[src/rtl/uart_tx.sv]
`default_nettype none
// ============================================================================
// uart_tx : 8-bit UART transmitter, valid/ready byte input, LSB first,
//           optional odd/even parity, 1 or 2 stop bits, one-entry hold buffer
// Revision : 1.0
// ============================================================================
module uart_tx #(
   parameter int F         = 8000000,
   parameter int BAUD      = 115200,
   parameter int PARITY    = 0,
   parameter int STOP_BITS = 1
) (
   input  logic       clk,
   input  logic       reset,
   input  logic [7:0] tx_data,
   input  logic       tx_valid,
   output logic       tx_ready,
   output logic       tx,
   output logic       busy
);

   localparam int              c_MOD       = (F + BAUD / 2) / BAUD;
   localparam int              c_CW        = (c_MOD > 1) ? $clog2(c_MOD) : 1;
   localparam logic [c_CW-1:0] c_CNT_LAST  = c_CW'(c_MOD - 1);
   localparam logic            c_STOP_LAST = 1'(STOP_BITS - 1);

   if ((STOP_BITS != 1) && (STOP_BITS != 2)) begin : g_bad_stop_bits
      $error("uart_tx: STOP_BITS must be 1 or 2");
   end
   if ((PARITY < 0) || (PARITY > 2)) begin : g_bad_parity
      $error("uart_tx: PARITY must be 0, 1 or 2");
   end

   typedef enum logic [2:0] {
      S_IDLE   = 3'd0,
      S_START  = 3'd1,
      S_DATA   = 3'd2,
      S_PARITY = 3'd3,
      S_STOP   = 3'd4
   } state_t;

   state_t          state_q, state_d;
   logic [c_CW-1:0] cnt_q, cnt_d;
   logic [2:0]      idx_q, idx_d;
   logic            stop_q, stop_d;
   logic            tx_q, tx_d;
   logic            hold_full_q, hold_full_d;
   logic [7:0]      hold_q, hold_d;
   logic [7:0]      shift_q, shift_d;

   logic            w_bit_end;
   logic            w_load;
   logic            w_par;
   logic [2:0]      w_idx_nxt;

   assign w_bit_end = (cnt_q == c_CNT_LAST);
   assign w_idx_nxt = idx_q + 3'd1;
   assign w_par     = (PARITY == 2) ? ^shift_q : ~^shift_q;

   assign tx_ready  = ~hold_full_q;
   assign tx        = tx_q;
   assign busy      = (state_q != S_IDLE);

   always_comb begin
      state_d     = state_q;
      cnt_d       = cnt_q;
      idx_d       = idx_q;
      stop_d      = stop_q;
      tx_d        = tx_q;
      hold_full_d = hold_full_q;
      hold_d      = hold_q;
      shift_d     = shift_q;
      w_load      = 1'b0;

      if (state_q == S_IDLE || w_bit_end) begin
         cnt_d = '0;
      end else begin
         cnt_d = cnt_q + 1'b1;
      end

      case (state_q)
         S_IDLE: begin
            tx_d = 1'b1;
            if (hold_full_q) begin
               w_load  = 1'b1;
               state_d = S_START;
               tx_d    = 1'b0;
            end
         end
         S_START: begin
            if (w_bit_end) begin
               state_d = S_DATA;
               idx_d   = 3'd0;
               tx_d    = shift_q[0];
            end
         end
         S_DATA: begin
            if (w_bit_end) begin
               if (idx_q != 3'd7) begin
                  idx_d = w_idx_nxt;
                  tx_d  = shift_q[w_idx_nxt];
               end else if (PARITY != 0) begin
                  state_d = S_PARITY;
                  tx_d    = w_par;
               end else begin
                  state_d = S_STOP;
                  stop_d  = 1'b0;
                  tx_d    = 1'b1;
               end
            end
         end
         S_PARITY: begin
            if (w_bit_end) begin
               state_d = S_STOP;
               stop_d  = 1'b0;
               tx_d    = 1'b1;
            end
         end
         S_STOP: begin
            if (w_bit_end) begin
               if (stop_q == c_STOP_LAST) begin
                  // Chain straight into the next start bit when a byte waits.
                  if (hold_full_q) begin
                     w_load  = 1'b1;
                     state_d = S_START;
                     tx_d    = 1'b0;
                  end else begin
                     state_d = S_IDLE;
                     tx_d    = 1'b1;
                  end
               end else begin
                  stop_d = 1'b1;
               end
            end
         end
         default: begin
            state_d = S_IDLE;
            tx_d    = 1'b1;
         end
      endcase

      if (w_load) begin
         shift_d     = hold_q;
         hold_full_d = 1'b0;
      end
      // A write in the same cycle as a load refills the hold register.
      if (tx_valid && !hold_full_q) begin
         hold_d      = tx_data;
         hold_full_d = 1'b1;
      end
   end

   always_ff @(posedge clk) begin
      if (reset) begin
         state_q     <= S_IDLE;
         cnt_q       <= '0;
         idx_q       <= 3'd0;
         stop_q      <= 1'b0;
         tx_q        <= 1'b1;
         hold_full_q <= 1'b0;
      end else begin
         state_q     <= state_d;
         cnt_q       <= cnt_d;
         idx_q       <= idx_d;
         stop_q      <= stop_d;
         tx_q        <= tx_d;
         hold_full_q <= hold_full_d;
      end
   end

   always_ff @(posedge clk) begin
      shift_q <= shift_d;
      hold_q  <= hold_d;
   end

endmodule
`default_nettype wire

[config.mk]
export PLATFORM = sky130hd
export DESIGN_NAME = uart_tx
export DESIGN_NICKNAME = d
export VERILOG_FILES = /design/src/rtl/uart_tx.sv
export SDC_FILE = /design/constraint.sdc
export NUM_CORES = 1
export LEC_CHECK = 0
export BUFFER_PORTS_ARGS = -buffer_cell sky130_fd_sc_hd__buf_4
export CELL_PAD_IN_SITES_DETAIL_PLACEMENT = 1
export CELL_PAD_IN_SITES_GLOBAL_PLACEMENT = 1
export CORE_MARGIN = 2
export CORE_UTILIZATION = 28
export DETAILED_ROUTE_END_ITERATION = 8
export GPL_TIMING_DRIVEN = 0
export PLACE_DENSITY = 0.52
export SLEW_MARGIN = 20
export SYNTH_ARGS = -nofsm -noshare
export SYNTH_HDL_FRONTEND = slang
export SYNTH_SLANG_ARGS = --single-unit
[constraint.sdc]
create_clock -name clk -period 2.5 [get_ports clk]
set_input_delay 0.25 -clock clk [delete_from_list [all_inputs] [get_ports clk]]
set_output_delay 0.25 -clock clk [all_outputs]
set_load 0.01 [all_outputs]
==> flow_summary.yaml, run 1 <==
cts:
  insertion_delay_ns: 0.28
  cts_resized: 0
  cts_tree: "yes"
  numCtsBuffers: 5
  clkSlewWorstSetupHoldPaths_ns: 0.07
  post_cts_buffers: 0
  h-tree-depth: 2
  clockBufferDepth: 2
  cts_hold_buf: 0
  clock_sinks: 31
  cts-root-buf: "clkbuf_8"
timing:
  period_share_pct: 91.17
  setup_violations: 0
  period_minus_slack_ns: 2.279
  finalHoldViolCount: 0
  worst_pin_slew_ns: 0.6750
  relSlewSlack_pct: 54.91
  max_freq_ghz: 0.4388
  fin_skew_ns: 0.006722
  slew_violations: 0
  rsz0062_at_grt: "no"
  whs_ns: 0.1412
  setup_tns_ns: 0
critical_path:
  crit_path_end_kind: "flip-flop"
  worstPathCellList: "ha_1 -> ha_1 -> or3b_1 -> a2111o_1 -> or3b_1 -> a21oi_2"
  cpPeakStageDelay_ns: 0.48
  cp_max_fo: 6
  crit_arrival_ns: 2.50
  cp_data_required_time_ns: 2.72
  cp-start-kind: "flip-flop"
  worst_path_max_delay_cell: "a2111o_1"
  crit_type: "flip-flop to flip-flop"
global_route:
  grt_pass1_vias: 915
  grt_max_degree: 11
  grt_overflow: 0
  antenna_found_initial: 0
  grt_pass1_wl_um: 4284
  grt_usage_pct: 10.93
detailed_routing:
  wirelength_um: 2550
  drt-pass1-iter-count: 4
  post-route-drc-count: 0
  vias: 857
  viasPerCell: 4.632
  first_iter_violations: 49
  wl_per_cell_um: 13.78
  drtAntennaViolNets: 0
yosys:
  synth_compound_area_share_pct: 8.612
  synth_cell_types: 36
  synthMuxAreaShare_pct: 3.445
  ys_ff_latch: 31
  yosys_warnings: 0
  syn_nets: 128
  netlist_area_sq_mm: 0.001308
  synth-adder-area-share_pct: 3.828
  synth-xor-area-share_pct: 3.349
  synthCells: 113
  synth-edff-count: 16
  synth_top_family_by_area: "simple AND/OR/NAND/NOR gates"
  synthSimpleGateAreaFrac_pct: 17.22
  synthArstFlopShare_pct: 0
  synthFlopType: "edfxtp_1"
  seq_area_frac_synth_pct: 59.71
  synth_area_per_cell_sq_um: 11.57
worst_hold_path:
  hp-class: "input port to flip-flop"
outcome:
  status: "completed"
finish:
  diodes: 0
  layout_commonest_cell: "edfxtp_1"
  fillers: 498
  syn_to_final_growth_pct: 18.28
  final_cell_mix: "edfxtp_1, dfxtp_1, nor2_1"
  stdcell_area_sq_mm: 0.001546
  nets: 147
  drive_gt1_share_pct: 21.05
placement:
  routabilityCongestion: 0.7932
  port_buffers: 12
  hpwl_um: 1814
  post_dp_cell_area_sq_mm: 0.001463
die:
  die_area_sq_mm: 0.005232
  die_h_um: 72.34
  boundaryPins: 14
  core_sq_mm: 0.004414
  initial_core_util_pct: 29.62
  core.rowCount: 24
  die_w_um: 72.34
power:
  power_density_mw_per_mm2: 652.1
  ir_drop_mv: 0.3041
  leakagePower_nw: 0.5245
job:
  maxCapViolations: 0
==> cells in the mapped netlist, types with 2 or more instances <==
| cell type | count | area (sq um) |
|---|---|---|
| xnor2_1 | 3 | 26.28 |
| or2b_1 | 2 | 15.01 |
| o21ai_0 | 3 | 15.01 |
| a21oi_1 | 4 | 20.02 |
| nand3_1 | 6 | 30.03 |
| edfxtp_1 | 16 | 480.5 |
| or3b_1 | 2 | 17.52 |
| nor2_1 | 13 | 48.80 |
| ha_1 | 4 | 50.05 |
| nand2_1 | 8 | 30.03 |
| inv_1 | 8 | 30.03 |
| dfxtp_1 | 15 | 300.3 |
| or2_2 | 3 | 18.77 |
| mux2_2 | 2 | 22.52 |
| nor3_1 | 2 | 10.01 |
| xor2_1 | 2 | 17.52 |
==> area by class of cell <==
class	instances	area (sq um)	share of cell area [%]
well taps	52	65.06	4.207
multi-input cells	71	476.7	30.83
clock inverters	3	15.01	0.9709
clock buffers	5	68.82	4.450
inverters	8	30.03	1.942
repair buffers	12	90.09	5.825
plain buffers	3	20.02	1.295
flip-flops and latches	31	780.7	50.49
==> stage by stage <==
step,worst slack (ns),cells,utilization (%),power (mW)
final,0.2208,185,35.03,1.008
after global routing,0.1108,185,35.03,1.058
after CTS,0.2099,185,35.03,1.024
after detailed placement,0.2322,177,33.13,0.6435
after global placement,0.2603,177,33.13,0.6399
after floorplan,0.3956,113,-,0.6134
==> routing by layer <==
| metal | vias to the layer above | global-route usage, % | wire length (um) |
|---|---|---|---|
| li1 | 439 | - | - |
| met1 | 396 | 14.40 | 1260 |
| met2 | 18 | 15.19 | 1122 |
| met3 | 4 | 4.306 | 127 |
| met4 | 0 | 6.080 | 39 |
| met5 | - | 0 | 0 |
==> report_power, final <==
group | internal [mW] | switching [mW]
registers | 0.562 | 0.00926
clock network | 0.189 | 0.189
logic | 0.0276 | 0.0327
==> registers in the layout, indices dropped and copies added, names as in the netlist <==
signal and cells:
cnt_q 7, hold_full_q 1, hold_q 8, idx_q 3, shift_q 8, state_q 3
tx 1
==> cells by family after synthesis <==
| logic type | count (synthesis) |
|---|---|
| adder cells (fa/ha/maj) | 4 |
| multiplexers | 3 |
| XOR/XNOR | 5 |
| AND/OR/NAND/NOR | 43 |
| flip-flops | 31 |
| buffers and inverters | 11 |
| AO/OA/AOI/OAI | 16 |
==> worst paths after layout <==
check                                      startpoint               endpoint  cells past startpoint  slack [ns]
worst max-delay path            idx_q[0]$_SDFFE_PP0P_  idx_q[0]$_SDFFE_PP0P_                      6        0.22
worst min-delay path                       tx_data[7]    hold_q[7]$_DFFE_PP_                      1        0.14
worst max register to register  idx_q[0]$_SDFFE_PP0P_  idx_q[0]$_SDFFE_PP0P_                      6        0.22
worst min register to register    hold_q[3]$_DFFE_PP_   shift_q[3]$_DFFE_PP_                      0        0.43
==> critical path: cells and delay by family, from the launching register on <==
| family | cells | cell delay, ns |
|---|---|---|
| simple gates | 2 | 0.75 |
| compound gates | 2 | 0.61 |
| fa+ha+maj | 2 | 0.49 |
| flops | 1 | 0.37 |
Power figures use the tool's default switching activity.
==> run 2, diff against run 1 <==
GPL_TIMING_DRIVEN = 1   (was 0)
==> run 2 against run 1 <==
- critical path depth stayed put
- power is 3.2% higher
- cell count is 1.1% lower
- fmax is 1.9% higher
- combinational power is 8.8% lower
- first-iteration DRC count is 10% lower
- wire length is 1.5% lower
- critical endpoint unchanged
- largest cell class unchanged
==> flow_summary.yaml, run 2 (same netlist as run 1, synthesis figures left out) <==
cts:
  clock_sinks: 31
  cts_tree: "yes"
  insertion_delay_ns: 0.29
  cts-root-buf: "clkbuf_8"
  h-tree-depth: 2
  cts_hold_buf: 0
  clockBufferDepth: 2
  clkSlewWorstSetupHoldPaths_ns: 0.08
  post_cts_buffers: 0
  numCtsBuffers: 5
  cts_resized: 0
timing:
  relSlewSlack_pct: 55.82
  rsz0062_at_grt: "no"
  period_minus_slack_ns: 2.238
  max_freq_ghz: 0.4469
  setup_ws_ns: 0.2623
  setup_violations: 0
  slew_violations: 0
  period_share_pct: 89.51
  worst_pin_slew_ns: 0.6613
  fin_skew_ns: 0.007869
  setup_tns_ns: 0
  finalHoldViolCount: 0
die:
  core_sq_mm: 0.004414
  core.rowCount: 24
  die_h_um: 72.34
  boundaryPins: 14
  die_area_sq_mm: 0.005232
  die_w_um: 72.34
  initial_core_util_pct: 29.62
placement:
  dp_slack_ns: 0.2730
  port_buffers: 13
  routabilityCongestion: 0.7389
  hpwl_um: 1771
finish:
  nets: 145
  layout_commonest_cell: "edfxtp_1"
  largestRegisters: "hold_q (8), shift_q (8), cnt_q (7)"
  drive_gt1_share_pct: 22.14
  syn_to_final_growth_pct: 17.99
  diodes: 0
  final_cell_mix: "edfxtp_1, dfxtp_1, nor2_1, buf_4"
detailed_routing:
  vias: 880
  post-route-drc-count: 0
  wirelength_um: 2511
  drt-pass1-iter-count: 4
  viasPerCell: 4.809
  drtAntennaViolNets: 0
  wl_per_cell_um: 13.72
  first_iter_violations: 44
job:
  maxCapViolations: 0
global_route:
  busiest_layer: "met2"
  grt_usage_pct: 11.34
  grt_overflow: 0
  antenna_found_initial: 0
  grt_pass1_vias: 946
  grt_max_degree: 13
  met2_usage_pct: 17.02
  met1_usage_pct: 14.57
  met3_usage_pct: 3.333
  grt_pass1_wl_um: 4436
critical_path:
  worst_path_max_delay_cell: "a2111o_1"
  worstPathCellList: "ha_1 -> ha_1 -> or3b_1 -> a2111o_1 -> or3b_1 -> a21oi_2"
  crit_arrival_ns: 2.47
  cpPeakStageDelay_ns: 0.49
  r2r_slack_ns: 0.26
  cp_data_required_time_ns: 2.73
  cp-start-kind: "flip-flop"
  crit_path_end_kind: "flip-flop"
  crit_type: "flip-flop to flip-flop"
  cp_max_fo: 6
outcome:
  status: "completed"
power:
  power_frac_clock_pct: 39.7
  p_sw_uw: 255.4
  power_density_mw_per_mm2: 674.6
  ir_drop_mv: 0.2468
  leakagePower_nw: 0.5194
  total_power_mw: 1.041
  pwr-share-seq_pct: 55.0
  pwr-share-comb_pct: 5.3
  swShare_pct: 24.54
  power.internal_uw: 785.3
worst_hold_path:
  hp-class: "input port to flip-flop"
==> run 2: changes by cell type in the layout (fill, tap and decap cells not counted) <==
cell        change
clkbuf_2        -1
buf_4           +1
inv_6           +1
buf_6           -1
clkinvlp_4      +1
clkbuf_1        -1
clkinv_1        -2
==> run 2: cell type report <==
cell class | count | area, sq um
Inverter | 8 | 30.03
Fill cell | 503 | 2872
Multi-Input combinational cell | 71 | 476.7
Sequential cell | 31 | 780.7
Timing Repair Buffer | 13 | 97.59
Tap cell | 52 | 65.06
Clock buffer | 5 | 68.82
Clock inverter | 3 | 23.77
==> run 2: power by group through the flow <==
stage	clock [mW]	sequential, mW	combinational [mW]
floorplan	0	0.579	0.0346
global placement	0	0.583	0.0548
detailed placement	0	0.585	0.0563
CTS	0.429	0.573	0.0567
global route	0.455	0.576	0.0621
finish	0.413	0.573	0.0550
==> run 2: metal layers <==
metal / vias to the layer above / share of wire [%] / wire, um
met5: - / 0 / 0
met4: 0 / 1.8 / 44
met3: 5 / 3.7 / 94
met2: 17 / 44 / 1115
met1: 426 / 50 / 1256
li1: 432 / - / -
==> run 2: per-stage QoR <==
stage / cell area, sq um / hold WS, ns / util, % / instances
2_1_floorplan: 1308 / 0.3489 / - / 113
3_3_place_gp: 1450 / 0.4047 / 32.85 / 175
3_5_place_dp: 1450 / 0.4061 / 32.85 / 175
5_1_grt: 1543 / 0.1187 / 34.95 / 183
6_report: 1543 / 0.1344 / 34.95 / 183
4_1_cts: 1543 / 0.1249 / 34.95 / 183
==> run 2: critical path, delay by kind of cell, from the launching register on <==
family,cells,cell delay [ns]
adder cells (fa/ha/maj),2,0.44
AND/OR/NAND/NOR,2,0.75
flip-flops,1,0.37
AO/OA/AOI/OAI,2,0.62
==> run 2: worst paths after layout <==
| path | startpoint | endpoint | cells after the start |
|---|---|---|---|
| max | idx_q[0]$_SDFFE_PP0P_ | idx_q[0]$_SDFFE_PP0P_ | 6 |
| min | tx_data[2] | hold_q[2]$_DFFE_PP_ | 1 |
| max reg2reg | idx_q[0]$_SDFFE_PP0P_ | idx_q[0]$_SDFFE_PP0P_ | 6 |
| min reg2reg | hold_q[3]$_DFFE_PP_ | shift_q[3]$_DFFE_PP_ | 0 |
==> run 3, diff against run 2 <==
ABC_AREA = 1   (was default)
PLACE_DENSITY = 0.53   (was 0.52)
==> run 3 against run 2 <==
- clock skew decreased by 0.0019 ns
- cell count grew 16%
- first-iteration DRC count is 80% lower
- synthesized cell count is 22% higher
- sequential power is 16% higher
- combinational power grew to 6.6 times the previous value
- wire length shrank 5.3%
- global-route usage down 0.60 points
- largest power group unchanged
- design area rose by 3.0%
==> flow_summary.yaml, run 3 <==
critical_path:
  r2r_slack_ns: 0.88
  rr_worst_depth: 8
  cp-start-kind: "flip-flop"
  crit_type: "flip-flop to flip-flop"
  crit_arrival_ns: 1.55
  timing.rr.start: "cnt_q[0]$_SDFF_PP0_"
  cp_data_required_time_ns: 2.44
  cp_max_fo: 9
  timing.rr.end: "shift_q[1]$_DFFE_PP_"
  crit_path_end_kind: "flip-flop"
detailed_routing:
  post-route-drc-count: 0
  wirelength_um: 2378
  viasPerCell: 4.366
  first_iter_violations: 9
  drt-pass1-iter-count: 2
  wl_per_cell_um: 11.16
  vias: 930
  drtAntennaViolNets: 0
worst_hold_path:
  holdPathEnd: "hold_q[5]$_DFFE_PP_"
  min-delay-start: "tx_data[5]"
  whs_path_depth: 1
  hp-class: "input port to flip-flop"
die:
  core.rowCount: 25
  initial_core_util_pct: 28.72
  die_w_um: 73.15
  core_sq_mm: 0.004661
  die_area_sq_mm: 0.005350
  die_h_um: 73.15
  boundaryPins: 14
finish:
  layout_commonest_cell: "nand2_1"
  fillers: 556
  drive_gt1_share_pct: 21.38
  nets: 173
  diodes: 0
  seq_area_sq_um: 780.7
  final_cell_mix: "nand2_1, inv_1, edfxtp_1"
  multi_input_area_sq_um: 471.7
  syn_to_final_growth_pct: 18.69
  largestRegisters: "hold_q (8), shift_q (8), cnt_q (7)"
global_route:
  grt_overflow: 0
  grt_pass1_vias: 949
  grt_max_degree: 11
  grt_usage_pct: 10.74
  antenna_found_initial: 0
  grt_pass1_wl_um: 4340
cts:
  cts_resized: 0
  clkSlewWorstSetupHoldPaths_ns: 0.06
  h-tree-depth: 2
  cts_tree: "yes"
  cts-root-buf: "clkbuf_8"
  cts_hold_buf: 0
  insertion_delay_ns: 0.27
  clock_sinks: 31
  post_cts_buffers: 0
  clockBufferDepth: 2
  numCtsBuffers: 5
yosys:
  netlist_area_sq_mm: 0.001339
  synthArstFlopShare_pct: 0
  syn_nets: 153
  synth_top_area_share_pct: 35.89
  ys_ff_latch: 31
  seq_area_frac_synth_pct: 58.32
  synthFlopType: "edfxtp_1"
  synth_common_cells: "nand2_1, inv_1, edfxtp_1, dfxtp_1"
  synth.most_common_cell: "nand2_1"
  synth_area_per_cell_sq_um: 9.701
  synthCells: 138
  ys_top_cells_by_area: "edfxtp_1, dfxtp_1, nand2_1"
  yosysTopAreaCell: "edfxtp_1"
  synth_cell_types: 22
  synth-edff-count: 16
  yosys_warnings: 0
power:
  leakagePower_nw: 0.6408
  ir_drop_mv: 0.2766
  total_power_mw: 1.403
  power_density_mw_per_mm2: 882.7
timing:
  period_share_pct: 64.61
  rsz0062_at_grt: "no"
  setup_violations: 0
  finalHoldViolCount: 0
  relSlewSlack_pct: 57.73
  worst_pin_slew_ns: 0.6317
  period_minus_slack_ns: 1.615
  whs_ns: 0.1530
  max_freq_ghz: 0.6191
  slew_violations: 0
  setup_tns_ns: 0
  fin_skew_ns: 0.005952
outcome:
  status: "completed"
job:
  maxCapViolations: 0
placement:
  routabilityCongestion: 0.7355
  port_buffers: 13
  hpwl_um: 1901
## run 3: changes by cell type after synthesis, sizes merged, moves of 3 or more
cell   delta
inv      +15
o21ai     +4
or2       -3
nand2    +20
nand3    +10
## run 3: report_power, final
| part | internal [mW] | switching, mW |
|---|---|---|
| clock | 0.194 | 0.179 |
| combinational | 0.132 | 0.230 |
| sequential | 0.624 | 0.0427 |
## run 3: kinds of logic (layout without fill, tap and decap cells)
kind of cell	count (synthesis)	after routing	share of synthesized area, %
AND/OR/NAND/NOR	61	61	21.87
flip-flops	31	31	58.32
buffers and inverters	23	44	6.448
AO/OA/AOI/OAI	15	15	7.009
adder cells (fa/ha/maj)	4	4	3.738
XOR/XNOR	4	4	2.617
## run 3: layer usage
metal  wire length [um]  track usage, %
met2               1097           16.72
met3                111           4.006
met4                 37           4.938
met5                  0               0
met1               1131           13.14
## run 3: critical path, cell delays in order (launching register included)
cell,delay (ns)
dfxtp_1,0.33
inv_1,0.06
ha_1,0.14
inv_1,0.04
nor2_1,0.13
nand2_2,0.12
nand2_1,0.08
nand3_1,0.08
inv_1,0.29
## run 3: layout make-up
class,instances,area share [%]
multi-input combinational,84,29.69
inverter,23,5.433
clock buffer,6,4.567
timing repair buffer,13,6.142
sequential,31,49.13
clock inverter,2,0.7874
tap,54,4.252
## run 3: per-stage QoR
stage	worst slack [ns]	cell area [sq um]	utilization (%)	std cells
finish	0.8847	1589	34.09	213
global route	0.6893	1589	34.09	213
CTS	0.8409	1589	34.09	213
detailed placement	0.8597	1504	32.27	205
global placement	0.8986	1504	32.27	205
floorplan	1.077	1339	-	138
## run 3: worst max-delay path by stage
stage                                    from                   end  slack [ns]  cells past startpoint
after CTS                 cnt_q[0]$_SDFF_PP0_  shift_q[5]$_DFFE_PP_        0.84                      8
after global placement    cnt_q[0]$_SDFF_PP0_  shift_q[3]$_DFFE_PP_        0.90                      8
after global routing      cnt_q[0]$_SDFF_PP0_  shift_q[5]$_DFFE_PP_        0.69                      8
after floorplan           cnt_q[0]$_SDFF_PP0_  shift_q[0]$_DFFE_PP_        1.08                      8
after detailed placement  cnt_q[0]$_SDFF_PP0_  shift_q[3]$_DFFE_PP_        0.86                      8
final                     cnt_q[0]$_SDFF_PP0_  shift_q[1]$_DFFE_PP_        0.88                      8
